[src/rtl/sync_fifo.sv]
// rtl/sync_fifo.sv - synchronous FIFO with registered or first-word-fall-through read, thresholds and sticky error flags
module sync_fifo #(
  parameter int WORD_SIZE     = 8,
  parameter int ADDR_SIZE     = 3,
  parameter int FWFT          = 0,
  parameter int AFULL_THRESH  = (1 << ADDR_SIZE) - 1,
  parameter int AEMPTY_THRESH = 1
) (
  input  logic                 clk,
  input  logic                 rst,
  input  logic                 wen,
  input  logic [WORD_SIZE-1:0] w_word,
  input  logic                 ren,
  input  logic                 err_clr,
  output logic [WORD_SIZE-1:0] r_word,
  output logic                 full,
  output logic                 empty,
  output logic                 almost_full,
  output logic                 almost_empty,
  output logic [ADDR_SIZE:0]   count,
  output logic                 overflow,
  output logic                 underflow
);

  localparam int DEPTH = 1 << ADDR_SIZE;

  // Occupancy constants sized to the count register so every compare is width-matched.
  localparam logic [ADDR_SIZE:0] LP_DEPTH  = (ADDR_SIZE + 1)'(DEPTH);
  localparam logic [ADDR_SIZE:0] LP_AFULL  = (ADDR_SIZE + 1)'(AFULL_THRESH);
  localparam logic [ADDR_SIZE:0] LP_AEMPTY = (ADDR_SIZE + 1)'(AEMPTY_THRESH);
  localparam logic [ADDR_SIZE:0] LP_ONE    = (ADDR_SIZE + 1)'(1);

  logic [WORD_SIZE-1:0] r_mem [DEPTH];
  logic [ADDR_SIZE:0]   r_wr_ptr;
  logic [ADDR_SIZE:0]   r_rd_ptr;
  logic [ADDR_SIZE:0]   r_count;
  logic                 r_overflow;
  logic                 r_underflow;

  logic [ADDR_SIZE-1:0] w_wr_addr;
  logic [ADDR_SIZE-1:0] w_rd_addr;
  logic                 w_full;
  logic                 w_empty;
  logic                 w_rd_acc;
  logic                 w_wr_acc;
  logic                 w_ovf_evt;
  logic                 w_udf_evt;

  // Status is decoded from the registered count only, never from the request inputs.
  assign w_full    = (r_count == LP_DEPTH);
  assign w_empty   = (r_count == '0);
  assign w_wr_addr = r_wr_ptr[ADDR_SIZE-1:0];
  assign w_rd_addr = r_rd_ptr[ADDR_SIZE-1:0];

  // A read needs data; a write needs space, or a simultaneous pop that frees a slot.
  assign w_rd_acc  = ren && !w_empty;
  assign w_wr_acc  = wen && (!w_full || w_rd_acc);
  assign w_ovf_evt = wen && !w_wr_acc;
  assign w_udf_evt = ren && w_empty;

  // Storage array has no reset; stale words are unreachable once count returns to zero.
  always_ff @(posedge clk) begin
    if (w_wr_acc) begin
      r_mem[w_wr_addr] <= w_word;
    end
  end

  // Write pointer advances on every accepted write and wraps naturally.
  always_ff @(posedge clk or posedge rst) begin
    if (rst) begin
      r_wr_ptr <= '0;
    end else if (w_wr_acc) begin
      r_wr_ptr <= r_wr_ptr + LP_ONE;
    end
  end

  // Read pointer advances on every accepted read and wraps naturally.
  always_ff @(posedge clk or posedge rst) begin
    if (rst) begin
      r_rd_ptr <= '0;
    end else if (w_rd_acc) begin
      r_rd_ptr <= r_rd_ptr + LP_ONE;
    end
  end

  // Occupancy: a simultaneous push and pop leaves the count unchanged.
  always_ff @(posedge clk or posedge rst) begin
    if (rst) begin
      r_count <= '0;
    end else begin
      case ({w_wr_acc, w_rd_acc})
        2'b10:   r_count <= r_count + LP_ONE;
        2'b01:   r_count <= r_count - LP_ONE;
        default: r_count <= r_count;
      endcase
    end
  end

  // Sticky error flags; a fresh error on the clearing edge keeps the flag set.
  always_ff @(posedge clk or posedge rst) begin
    if (rst) begin
      r_overflow  <= 1'b0;
      r_underflow <= 1'b0;
    end else begin
      if (w_ovf_evt) begin
        r_overflow <= 1'b1;
      end else if (err_clr) begin
        r_overflow <= 1'b0;
      end
      if (w_udf_evt) begin
        r_underflow <= 1'b1;
      end else if (err_clr) begin
        r_underflow <= 1'b0;
      end
    end
  end

  generate
    if (FWFT == 0) begin : g_reg_read
      logic [WORD_SIZE-1:0] r_rdata;

      // Registered read port: loads the head word on an accepted read, holds otherwise.
      always_ff @(posedge clk or posedge rst) begin
        if (rst) begin
          r_rdata <= '0;
        end else if (w_rd_acc) begin
          r_rdata <= r_mem[w_rd_addr];
        end
      end

      assign r_word = r_rdata;
    end else begin : g_fwft_read
      // Head word is shown combinationally; forced to zero while empty so reset reads as zero.
      assign r_word = w_empty ? '0 : r_mem[w_rd_addr];
    end
  endgenerate

  assign full         = w_full;
  assign empty        = w_empty;
  assign almost_full  = (r_count >= LP_AFULL);
  assign almost_empty = (r_count <= LP_AEMPTY);
  assign count        = r_count;
  assign overflow     = r_overflow;
  assign underflow    = r_underflow;

endmodule

[config.mk]
export PLATFORM = sky130hd
export DESIGN_NAME = sync_fifo
export DESIGN_NICKNAME = d
export VERILOG_FILES = /design/src/rtl/sync_fifo.sv
export SDC_FILE = /design/constraint.sdc
export NUM_CORES = 1
export LEC_CHECK = 0
export CORE_MARGIN = 5
export CORE_UTILIZATION = 35
export CTS_CLUSTER_DIAMETER = 30
export DETAILED_ROUTE_END_ITERATION = 8
export GPL_ROUTABILITY_DRIVEN = 0
export PLACE_DENSITY = 0.65
export SYNTH_ARGS = -nofsm -noshare
export SYNTH_HDL_FRONTEND = slang
export SYNTH_SLANG_ARGS = --single-unit
[constraint.sdc]
create_clock -name clk -period 2.7 [get_ports clk]
set_input_delay 0.54 -clock clk [delete_from_list [all_inputs] [get_ports clk]]
set_output_delay 0.54 -clock clk [all_outputs]
set_load 0.05 [all_outputs]
After elaboration in Yosys (flattened, before gate mapping)
Memory sizes are Yosys's and may differ from the RTL's. A register that Yosys moved wholly into a read port is not among the register bits.
Cells that the tools add are included.
- RAM bits: 64
- memories: 1
- logic and storage cells: 33
- bits in registers: 14
- memories (memory ; depth ; bits a word ; rd ports ; clocked after Yosys merged registers in ; wr ports ; line ; RTL):
    r_mem ; 8 ; 8 ; 1 ; 1 ; 1 ; 33 ; logic [WORD_SIZE-1:0] r_mem [DEPTH];
- reductions and logical operators: 12
- muxes and demuxes: 6
- order comparisons: 2
- add/subtract/negate cells: 4
- eq/ne operators: 3
- operator list (cell ; count):
    $add 4x1->4 const B ; 3
    $pmux 4 s2 ; 1
    $reduce_bool 2->1 ; 3
    $mux 1 ; 5
    $eq 4x4->1 const B ; 1
    $ge 4x3->1 const B ; 1
    $le 4x1->1 const B ; 1
    $logic_and 1x1->1 ; 4
    $logic_not 4->1 ; 1
    $sub 4x1->4 const B ; 1
    $logic_not 1->1 ; 3
    $eq 2x1->1 const B ; 1
    $eq 2x2->1 const B ; 1
    $logic_or 1x1->1 ; 1

Longest topological paths before layout
- depth in word-level cells: 8
- gate-level depth with buffers: 10

Worst setup path after synthesis
OpenSTA, ideal clock, no wires.
- path kind: register -> register
- start: reg r_count[0], in the netlist count[0]
- end: reg r_count[3], in the netlist count[3]
- library setup time: 83 ps
- arrival time: 2541 ps
- setup slack: 76 ps
- path buffers: 1
- stages on the path, launching flop included: 11
- required time: 2617 ps
- period minus slack after synthesis: 2624 ps
- cells stage by stage: dfrtp_1 > inv_1 > ha_1 > nor3b_1 > nand2b_1 > buf_2 > inv_1 > ha_1 > or4b_4 > a21oi_2 > xor2_1
- cells in the longest elaborated chain, start to end: 7
- elaborated cells between the ends (all ways): 13
- those cells by class: add/sub (2); eq/ne (3); mux (1); reduce/logical (7)
- ends and longest elaborated chain (element ; line ; RTL):
    start: declaration ; 36 ; logic [ADDR_SIZE:0] r_count;
    start signal: assignment ; 92 ; 2'b10: r_count <= r_count + LP_ONE;
    start signal: assignment ; 93 ; 2'b01: r_count <= r_count - LP_ONE;
    start signal: assignment ; 94 ; default: r_count <= r_count;
    $logic_not 4->1 (*) ; 51 ; assign w_empty = (r_count == '0);
    $logic_not 1->1 (*) ; 56 ; assign w_rd_acc = ren && !w_empty;
    $logic_and 1x1->1 (*) ; 56 ;
    via w_rd_acc ; 44 ; logic w_rd_acc;
    $logic_or 1x1->1 ; 57 ; assign w_wr_acc = wen && (!w_full || w_rd_acc);
    $logic_and 1x1->1 ; 57 ;
    $eq 2x1->1 / $eq 2x2->1 (equally long branches) ; 91 ; case ({w_wr_acc, w_rd_acc})
    $pmux 4 s2 / $reduce_bool 2->1 (equally long branches) ; -- ;
The timed path passes the listed nets; every way through them passes the cells marked *.
A chain may end at the register's enable or synchronous reset.

Worst setup path after layout
- start: reg r_count[0], in the netlist count[0]
- end: out almost_full
- cells in the longest elaborated chain, start to end: 1
- ends and longest elaborated chain (element ; line ; RTL):
    $ge 4x3->1 ; 140 ; assign almost_full = (r_count >= LP_AFULL);
    end: declaration ; 18 ; output logic almost_full,
No other way between the ends.

==> flow_metrics.env <==
export IMPL_outcome="completed"
export IMPL_fp_dieArea_sq_um=12000
export IMPL_global_routing_usage_summed_across_all_routing_layers_pct=12.0
export IMPL_seq_area_frac_synth_pct=70.0
export IMPL_muxShareOfSynthArea_pct=10.8
export IMPL_clock_sink_count=84
export IMPL_power_density_nw_per_um2=1110
export IMPL_p_leak_uw=0.00153
export IMPL_antenna_found_initial=0
export IMPL_synth_cells=218
export IMPL_initial_core_util_pct=35.6
export IMPL_post_synthesis_sequential_element_count=84
export IMPL_final_antenna_net_count=0
export IMPL_layout_area_seq_sq_um=2420
export IMPL_cell_accounting_for_the_most_synthesized_area="sky130_fd_sc_hd__edfxtp_1"
export IMPL_min_from="r_word[7]$_DFFE_PP0P_"
export IMPL_relSlewSlack_pct=45.9
export IMPL_synth_adder_area_share_pct=2.17
export IMPL_critical_path_arrival_ns=1.96
export IMPL_wp_data_required_ns=2.16
export IMPL_net_count_after_synthesis=237
export IMPL_setup_slack_ns=0.198
export IMPL_grt_setup_unrepaired="no"
export IMPL_htree_num_levels=3
export IMPL_die_x_um=109
export IMPL_dp_hpwl_um=4230
export IMPL_grt_pass1_wl_um=10500
export IMPL_path_class="register to output port"
export IMPL_totalNegativeSetupSlack_ns=0
export IMPL_min_delay_path_class="register to register"
export IMPL_core_area_sq_um=9730
export IMPL_cts_root_buffer_cell="sky130_fd_sc_hd__clkbuf_8"
export IMPL_critical_path_reg2reg_startpoint="count[0]$_DFFE_PP0P_"
export IMPL_peakVddDrop_mv=0.441
export IMPL_placedInstanceArea_sq_um=3960
export IMPL_fillCellCount=932
export IMPL_synth_xor_xnor_area_share_pct=2.03
export IMPL_synthesis_area_per_instance_sq_um=15.9
export IMPL_critPathLaunch="count[0]$_DFFE_PP0P_"
export IMPL_viasPerCell=4.72
export IMPL_grt_overflow_total=0
export IMPL_totalWireLength_um=6620
export IMPL_cts_tree="yes"
export IMPL_drv_max_cap_violation_count=0
export IMPL_synth_top_family_by_area="multiplexers"
export IMPL_timing_hold_violations_final=0
export IMPL_dr_first_iter_drc_count=94
export IMPL_max_freq_ghz=0.400
export IMPL_number_of_buffers_added_on_ports=30
export IMPL_drc=0
export IMPL_clk_transition_reported_paths_ns=0.08
export IMPL_cts_buffers=9
export IMPL_synth_lib_cells_used_distinct=31
export IMPL_synth_area_leaders="sky130_fd_sc_hd__edfxtp_1 (56%), sky130_fd_sc_hd__dfrtp_1 (14%), sky130_fd_sc_hd__mux2_2 (5.9%)"
export IMPL_fraction_of_the_mapped_netlist_area_in_compound_gates_pct=7.31
export IMPL_multi_input_area_sq_um=945
export IMPL_final_setup_viol_count=0
export IMPL_synth_simple_gate_area_share_pct=5.03
export IMPL_maximum_number_of_pins_on_one_net_before_global_route_repair=35
export IMPL_finalInstanceArea_sq_um=4160
export IMPL_placement_rows=36
export IMPL_final_max_slew_violation_count=0
export IMPL_post_route_cells_drive_above_1_share_pct=17.6
export IMPL_design_final_nets=281
export IMPL_post_route_min_period_ns=2.50
export IMPL_worst_path_max_fanout=7
export IMPL_routed_wire_length_per_instance_um=16.5
export IMPL_yosys_warnings=0
export IMPL_timing_worst_slew_pin_value_ns=0.810
export IMPL_insertedDiodeCount=0
export IMPL_critical_path_startpoint_type="register"
export IMPL_cts_root_to_sink_buffers=2
export IMPL_design_portCount=31
export IMPL_floorplan_die_height_um=109
export IMPL_finClkSkew_ns=0.00840
export IMPL_worstSetupEndpointType="output port"
export IMPL_drt_pre_antenna_iters=6
export IMPL_hold_fix_buffers_at_cts=0
export IMPL_yosys_area_top_type_share_pct=55.6
export IMPL_insertion_delay_ns=0.34
export IMPL_period_share_pct=92.7
export IMPL_routed_vias=1889
export IMPL_netlist_area_sq_um=3460
export IMPL_placement_setup_worst_slack_ns=0.142
export IMPL_syn2layout_area_growth_pct=20.2
export IMPL_grt_pass1_vias=1900
[placed cells by master, fill, tap and decap left out, drive strengths merged, types with 6 or more instances in the layout]
cell           count
xnor2              6
a22o               8
clkdlybuf4s50     27
mux2              18
o21ai             10
dfrtp             20
clkbuf            11
buf               13
inv                8
o31ai              8
mux2i             17
edfxtp            64
o22ai              9
ha                 6
nor2               9
[worst paths after layout]
path	endpoint	slack [ns]	cells after the start
hold reg to reg	r_word[7]$_DFFE_PP0P_	0.52	2
max in group asynchronous	r_word[4]$_DFFE_PP0P_	1.54	2
setup reg to reg	count[3]$_DFFE_PP0P_	0.43	9
min in group asynchronous	r_rd_ptr[2]$_DFFE_PP0P_	0.65	2
hold / removal	r_word[7]$_DFFE_PP0P_	0.52	2
setup / recovery	almost_full	0.20	3
[kinds of logic (layout without fill, tap and decap cells)]
group / count (synthesis) / after routing
simple gates: 31 / 31
xor+xnor: 8 / 8
flops: 84 / 84
fa+ha+maj: 6 / 6
compound gates: 37 / 37
mux: 35 / 35
buf+inv: 17 / 66
[state kept, by name (all words and copies together) (netlist names)]
signal	cells
r_mem	64
r_word	8
count	4
r_rd_ptr	3
r_wr_ptr	3
overflow	1
underflow	1
[critical path: stages, from the launching register on]
cell and delay [ns]:
sky130_fd_sc_hd__dfrtp_1 0.47, sky130_fd_sc_hd__ha_1 0.23, sky130_fd_sc_hd__a21o_1 0.12, sky130_fd_sc_hd__clkdlybuf4s50_1 0.79
[synth_stat cells]
cell type and number:
sky130_fd_sc_hd__a21o_1 1, sky130_fd_sc_hd__a21oi_2 1, sky130_fd_sc_hd__a22o_1 8, sky130_fd_sc_hd__and3b_1 1, sky130_fd_sc_hd__buf_1 1, sky130_fd_sc_hd__buf_2 2
sky130_fd_sc_hd__buf_4 1, sky130_fd_sc_hd__buf_6 3, sky130_fd_sc_hd__clkbuf_1 2, sky130_fd_sc_hd__dfrtp_1 20, sky130_fd_sc_hd__edfxtp_1 64, sky130_fd_sc_hd__ha_1 6
sky130_fd_sc_hd__inv_1 8, sky130_fd_sc_hd__mux2_2 18, sky130_fd_sc_hd__mux2i_1 17, sky130_fd_sc_hd__nand2_1 5, sky130_fd_sc_hd__nand2b_1 4, sky130_fd_sc_hd__nand3_1 2
sky130_fd_sc_hd__nand3b_1 2, sky130_fd_sc_hd__nand4b_1 1, sky130_fd_sc_hd__nand4bb_1 1, sky130_fd_sc_hd__nor2_1 9, sky130_fd_sc_hd__nor2b_1 1, sky130_fd_sc_hd__nor3_1 3
sky130_fd_sc_hd__nor3b_1 1, sky130_fd_sc_hd__o21ai_0 10, sky130_fd_sc_hd__o22ai_1 9, sky130_fd_sc_hd__o31ai_1 8, sky130_fd_sc_hd__or4b_4 1, sky130_fd_sc_hd__xnor2_1 6
sky130_fd_sc_hd__xor2_1 2
[final cells by class]
class,count,area share [%]
clock buffer,11,3.40
clock inverter,5,1.23
inverter,8,0.722
multi-input combinational,117,22.7
sequential,84,58.3
tap,133,4.00
timing repair buffer,42,9.66
[metal layers]
layer / global-route usage (%) / wire length (um) / up-vias
met5: 0 / 0 / -
met4: 4.01 / 67 / 0
met3: 3.64 / 344 / 8
met2: 18.3 / 3160 / 40
met1: 16.4 / 3050 / 924
li1: - / - / 917
[per-stage QoR]
stage	total power (uW)	utilization, %	hold slack (ns)	instances
after global placement	3790	40.7	0.501	384
final	4630	42.7	0.523	400
after detailed placement	3820	40.7	0.507	384
after global routing	4900	42.7	0.562	400
after floorplan	3250	-	0.485	218
after CTS	4680	42.7	0.524	400
[what timing repair did]
action | CTS | global route
resized for setup | 1 | 1
pin swaps | 0 | 0
setup buffers | 0 | 0
endpoints found under the setup margin | 1 | 1
endpoints found under the hold margin | 0 | 0
[report_power, final]
part           switching, uW  total [uW]  internal (uW)
combinational           1130        1890            760
sequential               187        1880           1690
clock                    416         863            447
total                   1730        4630           2900
Note: power is estimated with default switching activity, not from simulation.
